`config.mk`:
```
export PLATFORM = sky130hd
export DESIGN_NAME = stat_fifo_rr_reader
export DESIGN_NICKNAME = d
export VERILOG_FILES = /design/src/rtl/stat_fifo_rr_reader.sv
export SDC_FILE = /design/constraint.sdc
export NUM_CORES = 1
export LEC_CHECK = 0
export ABC_CLOCK_PERIOD_IN_PS = 4510
export BUFFER_PORTS_ARGS = -buffer_cell sky130_fd_sc_hd__buf_4
export CAP_MARGIN = 40
export CORE_AREA = 2 2 130 132
export DETAILED_ROUTE_END_ITERATION = 8
export DIE_AREA = 0 0 132 134
export GPL_ROUTABILITY_DRIVEN = 0
export SLEW_MARGIN = 20
export SYNTH_ARGS = -nofsm -noshare
export SYNTH_HDL_FRONTEND = slang
export SYNTH_SLANG_ARGS = --single-unit
export TNS_END_PERCENT = 5
```
`constraint.sdc`:
```
create_clock -name clk_i -period 4.51 [get_ports clk_i]
set_input_delay 0.2255 -clock clk_i [delete_from_list [all_inputs] [get_ports clk_i]]
set_output_delay 0.2255 -clock clk_i [all_outputs]
set_load 0.02 [all_outputs]
```
`src/rtl/stat_fifo_rr_reader.sv`:
```
// Round-robin drain controller: pops bursts of up to MAX_BURST words from a bank of
// showahead FIFOs and merges them into one registered valid/ready stream tagged by port.
module stat_fifo_rr_reader #(
    parameter int PORTS     = 4,
    parameter int DWIDTH    = 64,
    parameter int MAX_BURST = 8,
    localparam int PW       = $clog2(PORTS)
) (
    input  logic                    clk_i,
    input  logic                    rst_n_i,
    input  logic                    en_i,
    input  logic [PORTS-1:0]        fifo_empty_i,
    input  logic [PORTS*DWIDTH-1:0] fifo_data_i,
    output logic [PORTS-1:0]        fifo_rd_req_o,
    output logic [DWIDTH-1:0]       out_data_o,
    output logic [PW-1:0]           out_port_o,
    output logic                    out_valid_o,
    input  logic                    out_ready_i,
    output logic                    busy_o
);

    typedef enum logic {
        IDLE,
        BURST
    } state_t;

    state_t        state;
    logic [PW-1:0] rr_ptr;
    logic [PW-1:0] cur;
    logic [PW-1:0] next_ptr;
    logic [PW-1:0] grant_port;
    logic          grant_found;
    logic [7:0]    burst_cnt;
    logic          load_en;
    logic          cur_empty;
    logic          pop;
    logic          burst_last;

    assign load_en    = !out_valid_o || out_ready_i;
    assign cur_empty  = fifo_empty_i[cur];
    assign pop        = (state == BURST) && load_en && !cur_empty;
    assign burst_last = (burst_cnt == 8'(MAX_BURST - 1));
    assign next_ptr   = (cur == PW'(PORTS - 1)) ? '0 : cur + 1'b1;
    assign busy_o     = (state == BURST);

    // First non-empty port at or above rr_ptr, wrapping around the bank.
    always_comb begin
        int idx;
        grant_found = 1'b0;
        grant_port  = '0;
        idx         = 0;
        for (int i = 0; i < PORTS; i++) begin
            idx = int'(rr_ptr) + i;
            if (idx >= PORTS) idx = idx - PORTS;
            if (!grant_found && !fifo_empty_i[idx]) begin
                grant_found = 1'b1;
                grant_port  = PW'(idx);
            end
        end
    end

    always_comb begin
        fifo_rd_req_o = '0;
        if (pop) fifo_rd_req_o[cur] = 1'b1;
    end

    // Empty exit takes priority: no pop can happen in the cycle empty is seen.
    always_ff @(posedge clk_i or negedge rst_n_i) begin
        if (!rst_n_i) begin
            state       <= IDLE;
            rr_ptr      <= '0;
            cur         <= '0;
            burst_cnt   <= '0;
            out_data_o  <= '0;
            out_port_o  <= '0;
            out_valid_o <= 1'b0;
        end else begin
            if (pop) begin
                out_data_o  <= fifo_data_i[cur*DWIDTH +: DWIDTH];
                out_port_o  <= cur;
                out_valid_o <= 1'b1;
            end else if (out_ready_i) begin
                out_valid_o <= 1'b0;
            end

            case (state)
                IDLE: begin
                    if (en_i && grant_found) begin
                        cur       <= grant_port;
                        burst_cnt <= '0;
                        state     <= BURST;
                    end
                end
                BURST: begin
                    if (cur_empty) begin
                        rr_ptr <= next_ptr;
                        state  <= IDLE;
                    end else if (load_en) begin
                        burst_cnt <= burst_cnt + 8'd1;
                        if (burst_last) begin
                            rr_ptr <= next_ptr;
                            state  <= IDLE;
                        end
                    end
                end
                default: state <= IDLE;
            endcase
        end
    end

endmodule

```
---- Word level (Yosys, flattened, before mapping) ----
Index checks and enable logic that the tools add are counted.
storage, ports and cells
  output and inout port bits .............. 72
  flip-flop bits (word level) ............. 80
cells by class
  bitwise logic cells ..................... 1
  shifts and indexed selects .............. 1
  reduce and logical (&&, ||, !) cells .... 21
  $lt $le $gt $ge ......................... 10
  add/sub/neg operators ................... 9
  equality and inequality tests ........... 5
  mux-type cells .......................... 44
operators by type and width
  cell                                                               number
  variable part select 256 x 9 -> 64 bit                             1
  < comparator 32 x 4 -> 1 bit, second input constant                4
  two-way mux 32 bit                                                 4
  two-way mux 8 bit                                                  3
  two-way mux 1 bit                                                  20
  two-way mux 2 bit                                                  8
  case mux 8 bit (2 select lines)                                    1
  subtractor 3 x 3 -> 4 bit, second input constant                   3
  binary-select mux 1 bit (select 2 bit)                             5
  greater-or-equal comparator 3 bit, second input constant           3
  adder 8 x 1 -> 8 bit, second input constant                        1
  equality test 8 x 3 -> 1 bit, second input constant                1
  logical AND 1 bit                                                  7
  logical NOT 1 bit                                                  7
  adder 2 x 2 -> 3 bit, second input constant                        2
  AND reduction 3 bit                                                2
  nonzero test 2 bit                                                 3
  two-way mux 4 bit                                                  1
  != test 2 bit, second input constant                               2
  subtractor 2 x 3 -> 4 bit, second input constant                   1
  adder 2 x 1 -> 3 bit, second input constant                        1
  greater-or-equal comparator 2 x 3 -> 1 bit, second input constant  1
  < comparator 2 x 3 -> 1 bit, second input constant                 1
  adder 2 x 1 -> 2 bit, second input constant                        1
  8 further kinds                                                    8

---- Longest topological paths before layout ----
  depth in word-level cells ............... 18
  gate-level depth with buffers ........... 6

---- Least setup slack after synthesis ----
Ideal clock, no wire load.
  path kind ............................... flip-flop to flip-flop
  start point ............................. register cur[0]
  end point ............................... register out_data_o[12]
  slack ................................... 2.727 ns
  cell stages (with the launch flop) ...... 6
  required time ........................... 4.385 ns
  arrival ................................. 1.658 ns
  path buffers ............................ 3
  clock period less this slack ............ 1.783 ns
  cells stage by stage .................... dfrtp_1 > buf_2 > buf_6 > buf_4 > mux4_2 > mux2_2
between the ends
  longest elaborated chain between the ends .. 4
  elaborated cells on any way between the ends .. 5
  those cells by class .................... 1 x shift; 2 x mux; 2 x reduce/logical
RTL lines
  element                                                                                         line  RTL
  from (decl)                                                                                     29    logic [PW-1:0] cur;
  from (signal assigned)                                                                          89    cur <= grant_port;
  parallel branches: the longest is 4 deep, another holds variable part select 256 x 9 -> 64 bit  n/a
  to (signal assigned)                                                                            79    out_data_o <= fifo_data_i[cur*DWIDTH +: DWIDTH];
  to (decl)                                                                                       15    output logic [DWIDTH-1:0] out_data_o,
Parallel ways; which one is timed is not known. The select of a mux whose other input is x is not followed.
A chain may end at the register's enable or synchronous reset.

---- Final worst setup path ----
  start point ............................. register cur[1]
  end point ............................... output port fifo_rd_req_o[1]
between the ends
  longest elaborated chain between the ends .. 5
  elaborated cells on any way between the ends .. 10
  those cells by class .................... 2 x order compare; 5 x mux; 3 x reduce/logical
RTL lines
  element                                                                              line    RTL
  < comparator 2 x 3 -> 1 bit (implied by the code), or another cell as far along      64      if (pop) fifo_rd_req_o[cur] = 1'b1;
  logical AND 1 bit (implied by the code) / two-way mux 1 bit (equally long branches)  64, 40
  two-way mux 1 bit (implied by the code) / logical NOT 1 bit (equally long branches)  64, 41
  demux 1 bit (select 2 bit) / logical AND 1 bit (equally long branches)               64, 41
  two-way mux 4 bit (*)                                                                64
  to (decl)                                                                            14      output logic [PORTS-1:0] fifo_rd_req_o,
Mark *: on every way between the ends. The rest lies on a longest branch, timed or not. The select of a mux whose other input is x is not followed.

==> run_results.csv <==
group,metric,value,unit
timing,hold_viol_final,0,
setup_path,end_kind,"output port",
synth,yosysWarnings,0,
floorplan,die_w,132,µm
layout,fillers,1465,
synth,netlist_area,4960,µm²
clock_network,cts.sink_count,80,
clock_network,cts_max_level,3,
clock_network,clock_latency,330,ps
route,drc_errors,0,
clock_network,clockBufferDepth,2,
floorplan,core-area,16300,µm²
route,viasPerCell,4.96,
worst_hold_path,hp-start,"fifo_empty_i[1]",
setup_path,rrSetupSlack,1680,ps
grt,grt_usage,18.2,%
synth,avgSynthCellArea,15.5,µm²
setup_path,crit_type,"reg2out",
setup_path,critical_path_arrival,2960,ps
status,outcome,"completed",
synth,ys_ff_latch,80,
pwr,pwr_density_cell,618,nW/µm²
layout,nets,916,
pwr,ir_worst_vdd,261,µV
clock_network,post_cts_resized,0,
grt,antenna_found_initial,0,
synth,synth_cell_types,43,
floorplan,initial_core_util,30.4,%
worst_hold_path,whs_path_depth,4,
setup_path,cp-start-kind,"register",
setup_path,cp.required,4280,ps
worst_hold_path,min_path_type,"in2reg",
timing,slew_headroom,58.8,%
grt,grt_pass1_wl,25400,µm
timing,tns,0,ps
route,drtIter0Drc,232,
layout,multi_input_area,2800,µm²
synth,ys_seq_area_share,40.4,%
layout,drive_gt1_share,74.7,%
synth,syn_inst,320,
flow_run,cap_violations,0,
layout,diodes,0,
place,dp_hpwl,13100,µm
route,wl,16300,µm
clock_network,cts_tree,"done",
layout,seq_area,2010,µm²
timing,post-route-min-period,3190,ps
layout,area_delta_synth_final,62.1,%
timing,finalSetupViolations,0,
setup_path,r2r_cells,6,
floorplan,io_pins,336,
synth,synth_nets,589,
route,drt_pass1_iterations,4,
place,io_buffers,335,
setup_path,crit_fanout,41,
floorplan,dieArea,17700,µm²
timing,fin_skew,7.07,ps
timing,max_freq,313,MHz
floorplan,rows,47,
clock_network,root_buffer,"clkbuf_16",
timing,finalMaxSlewViolations,0,
route,via_count,4321,
timing,rsz0062_at_grt,"false",
pwr,power,4970,µW
timing,post-route-period-util,70.7,%
pwr,p_leak,0.00367,µW
setup_path,r2r-start,"cur[1]$_DFFE_PN0P_",
clock_network,clk_pin_slew_worst_paths,60,ps
grt,grt.overflow.total,0,
setup_path,r2r-end,"out_data_o[11]$_DFFE_PN0P_",
grt,grt_max_degree,47,
route,drtAntennaViolNets,0,
worst_hold_path,min_to,"cur[0]$_DFFE_PN0P_",
grt,grt_pass1_vias,4839,
clock_network,cts_buffers,9,
timing,worst_pin_slew,617,ps
floorplan,fp.dieH,134,µm
route,wl_per_cell,18.6,µm
layer usage:
metal / vias to the layer above / GRT usage (%) / part of all wire [%]
met5: - / 0 / 0
met4: 0 / 4.77 / 1.6
met3: 25 / 5.29 / 7.2
met2: 194 / 33.1 / 53
met1: 2161 / 21.1 / 38
li1: 1941 / - / -
cell usage after synthesis:
| library cell | count | area share [%] |
|---|---|---|
| a2111oi_0 | 1 | 0.18 |
| a31oi_1 | 1 | 0.13 |
| nand2_2 | 1 | 0.13 |
| nor2_1 | 6 | 0.45 |
| mux2i_1 | 1 | 0.20 |
| or2_2 | 1 | 0.13 |
| inv_1 | 2 | 0.15 |
| and3_1 | 5 | 0.63 |
| mux4_2 | 64 | 29 |
| nand4_4 | 2 | 0.86 |
| or4_1 | 1 | 0.15 |
| a221o_1 | 3 | 0.61 |
| buf_2 | 7 | 0.71 |
| a211o_1 | 1 | 0.18 |
| a22oi_1 | 1 | 0.15 |
| ha_1 | 5 | 1.3 |
| o21ai_1 | 1 | 0.10 |
| nand3_1 | 5 | 0.50 |
| nor4_2 | 1 | 0.25 |
| and2_1 | 4 | 0.50 |
| nand2b_1 | 1 | 0.13 |
| buf_6 | 3 | 0.68 |
| dfrtp_1 | 80 | 40 |
| a21o_1 | 1 | 0.15 |
| o21ai_0 | 4 | 0.40 |
| a21boi_0 | 1 | 0.15 |
| buf_1 | 2 | 0.15 |
| mux2_2 | 59 | 13 |
| o22a_1 | 2 | 0.35 |
| mux2_1 | 10 | 2.3 |
| buf_4 | 8 | 1.2 |
| a211oi_1 | 1 | 0.15 |
| nor3b_1 | 1 | 0.15 |
| nor2b_1 | 2 | 0.25 |
| clkbuf_1 | 5 | 0.38 |
| nand3b_1 | 1 | 0.15 |
| and3b_1 | 1 | 0.18 |
| o2bb2ai_1 | 1 | 0.18 |
| and4_1 | 1 | 0.18 |
| mux2i_4 | 2 | 0.91 |
| nand2_1 | 13 | 0.98 |
| a21oi_1 | 6 | 0.61 |
| nand4_1 | 2 | 0.25 |
sequential cells by signal, summed over array words and instances, names as in the netlist:
name and count:
busy_o 1, burst_cnt 8, out_port_o 2, out_valid_o 1, rr_ptr 2, cur 2, out_data_o 64
timing repair:
| action | 4_1_cts | 5_1_grt |
|---|---|---|
| hold buffers | 1 | 0 |
| endpoints found under the hold margin | 37 | 0 |
| buffers inserted | 0 | 0 |
layout by cell type (no fill, tap or decap), types with 2 or more instances in the layout:
| cell | count |
|---|---|
| mux2_1 | 10 |
| inv_1 | 2 |
| nor2_1 | 6 |
| nand4_4 | 2 |
| nand3_1 | 5 |
| buf_12 | 2 |
| dfrtp_1 | 78 |
| ha_1 | 5 |
| a221o_1 | 3 |
| o21ai_0 | 4 |
| nand2_1 | 13 |
| buf_4 | 336 |
| and3_1 | 5 |
| clkbuf_8 | 4 |
| mux2_2 | 59 |
| nor2b_1 | 2 |
| nand4_1 | 2 |
| o22a_1 | 2 |
| and2_1 | 4 |
| dfrtp_4 | 2 |
| buf_16 | 2 |
| a21oi_1 | 6 |
| mux2i_4 | 2 |
| mux4_2 | 64 |
| clkbuf_16 | 9 |
power breakdown:
group / switching [µW] / internal [µW] / total (µW)
clock network: 279 / 489 / 768
registers: 337 / 1080 / 1420
logic: 1230 / 1560 / 2780
through the flow:
step	std cells	cell area [µm²]	util (%)	setup WS [ps]	hold WS (ps)
floorplan	320	4960	-	2730	-70.1
global placement	851	7610	46.7	1460	466
detailed placement	854	7680	47.1	1610	241
CTS	871	8010	49.2	1240	278
global route	872	8040	49.3	1100	318
finish	872	8040	49.3	1320	296
layout make-up:
type | count | area share (%)
timing repair buffer | 341 | 32.7
clock buffer | 14 | 3.53
tap | 220 | 3.43
inverter | 2 | 0.0934
multi-input combinational | 213 | 34.8
clock inverter | 2 | 0.436
sequential | 80 | 25.0
critical path, stage by stage, from the launching register on:
cell	delay (ps)
dfrtp_4	720
buf_12	320
mux2i_4	340
nand4_4	190
nand2_4	450
buf_12	280
and2_1	170
buf_4	140
logic make-up after synthesis:
logic type,Yosys count,share of synthesized area [%]
compound gates,24,3.33
fa+ha+maj,5,1.26
buf+inv,27,3.28
flops,80,40.4
mux,136,45.9
simple gates,48,5.88
worst max path at each step:
| stage | to | slack (ps) | start | cells after the start |
|---|---|---|---|---|
| 3_5_place_dp | fifo_rd_req_o[1] | 1610 | cur[1]$_DFFE_PN0P_ | 7 |
| 4_1_cts | fifo_rd_req_o[1] | 1240 | cur[1]$_DFFE_PN0P_ | 7 |
| 3_3_place_gp | fifo_rd_req_o[1] | 1460 | cur[1]$_DFFE_PN0P_ | 5 |
| 2_1_floorplan | out_data_o[12]$_DFFE_PN0P_ | 2730 | cur[0]$_DFFE_PN0P_ | 5 |
| 6_report | fifo_rd_req_o[1] | 1320 | cur[1]$_DFFE_PN0P_ | 7 |
| 5_1_grt | fifo_rd_req_o[0] | 1100 | cur[1]$_DFFE_PN0P_ | 7 |
Power figures use the tool's default switching activity.
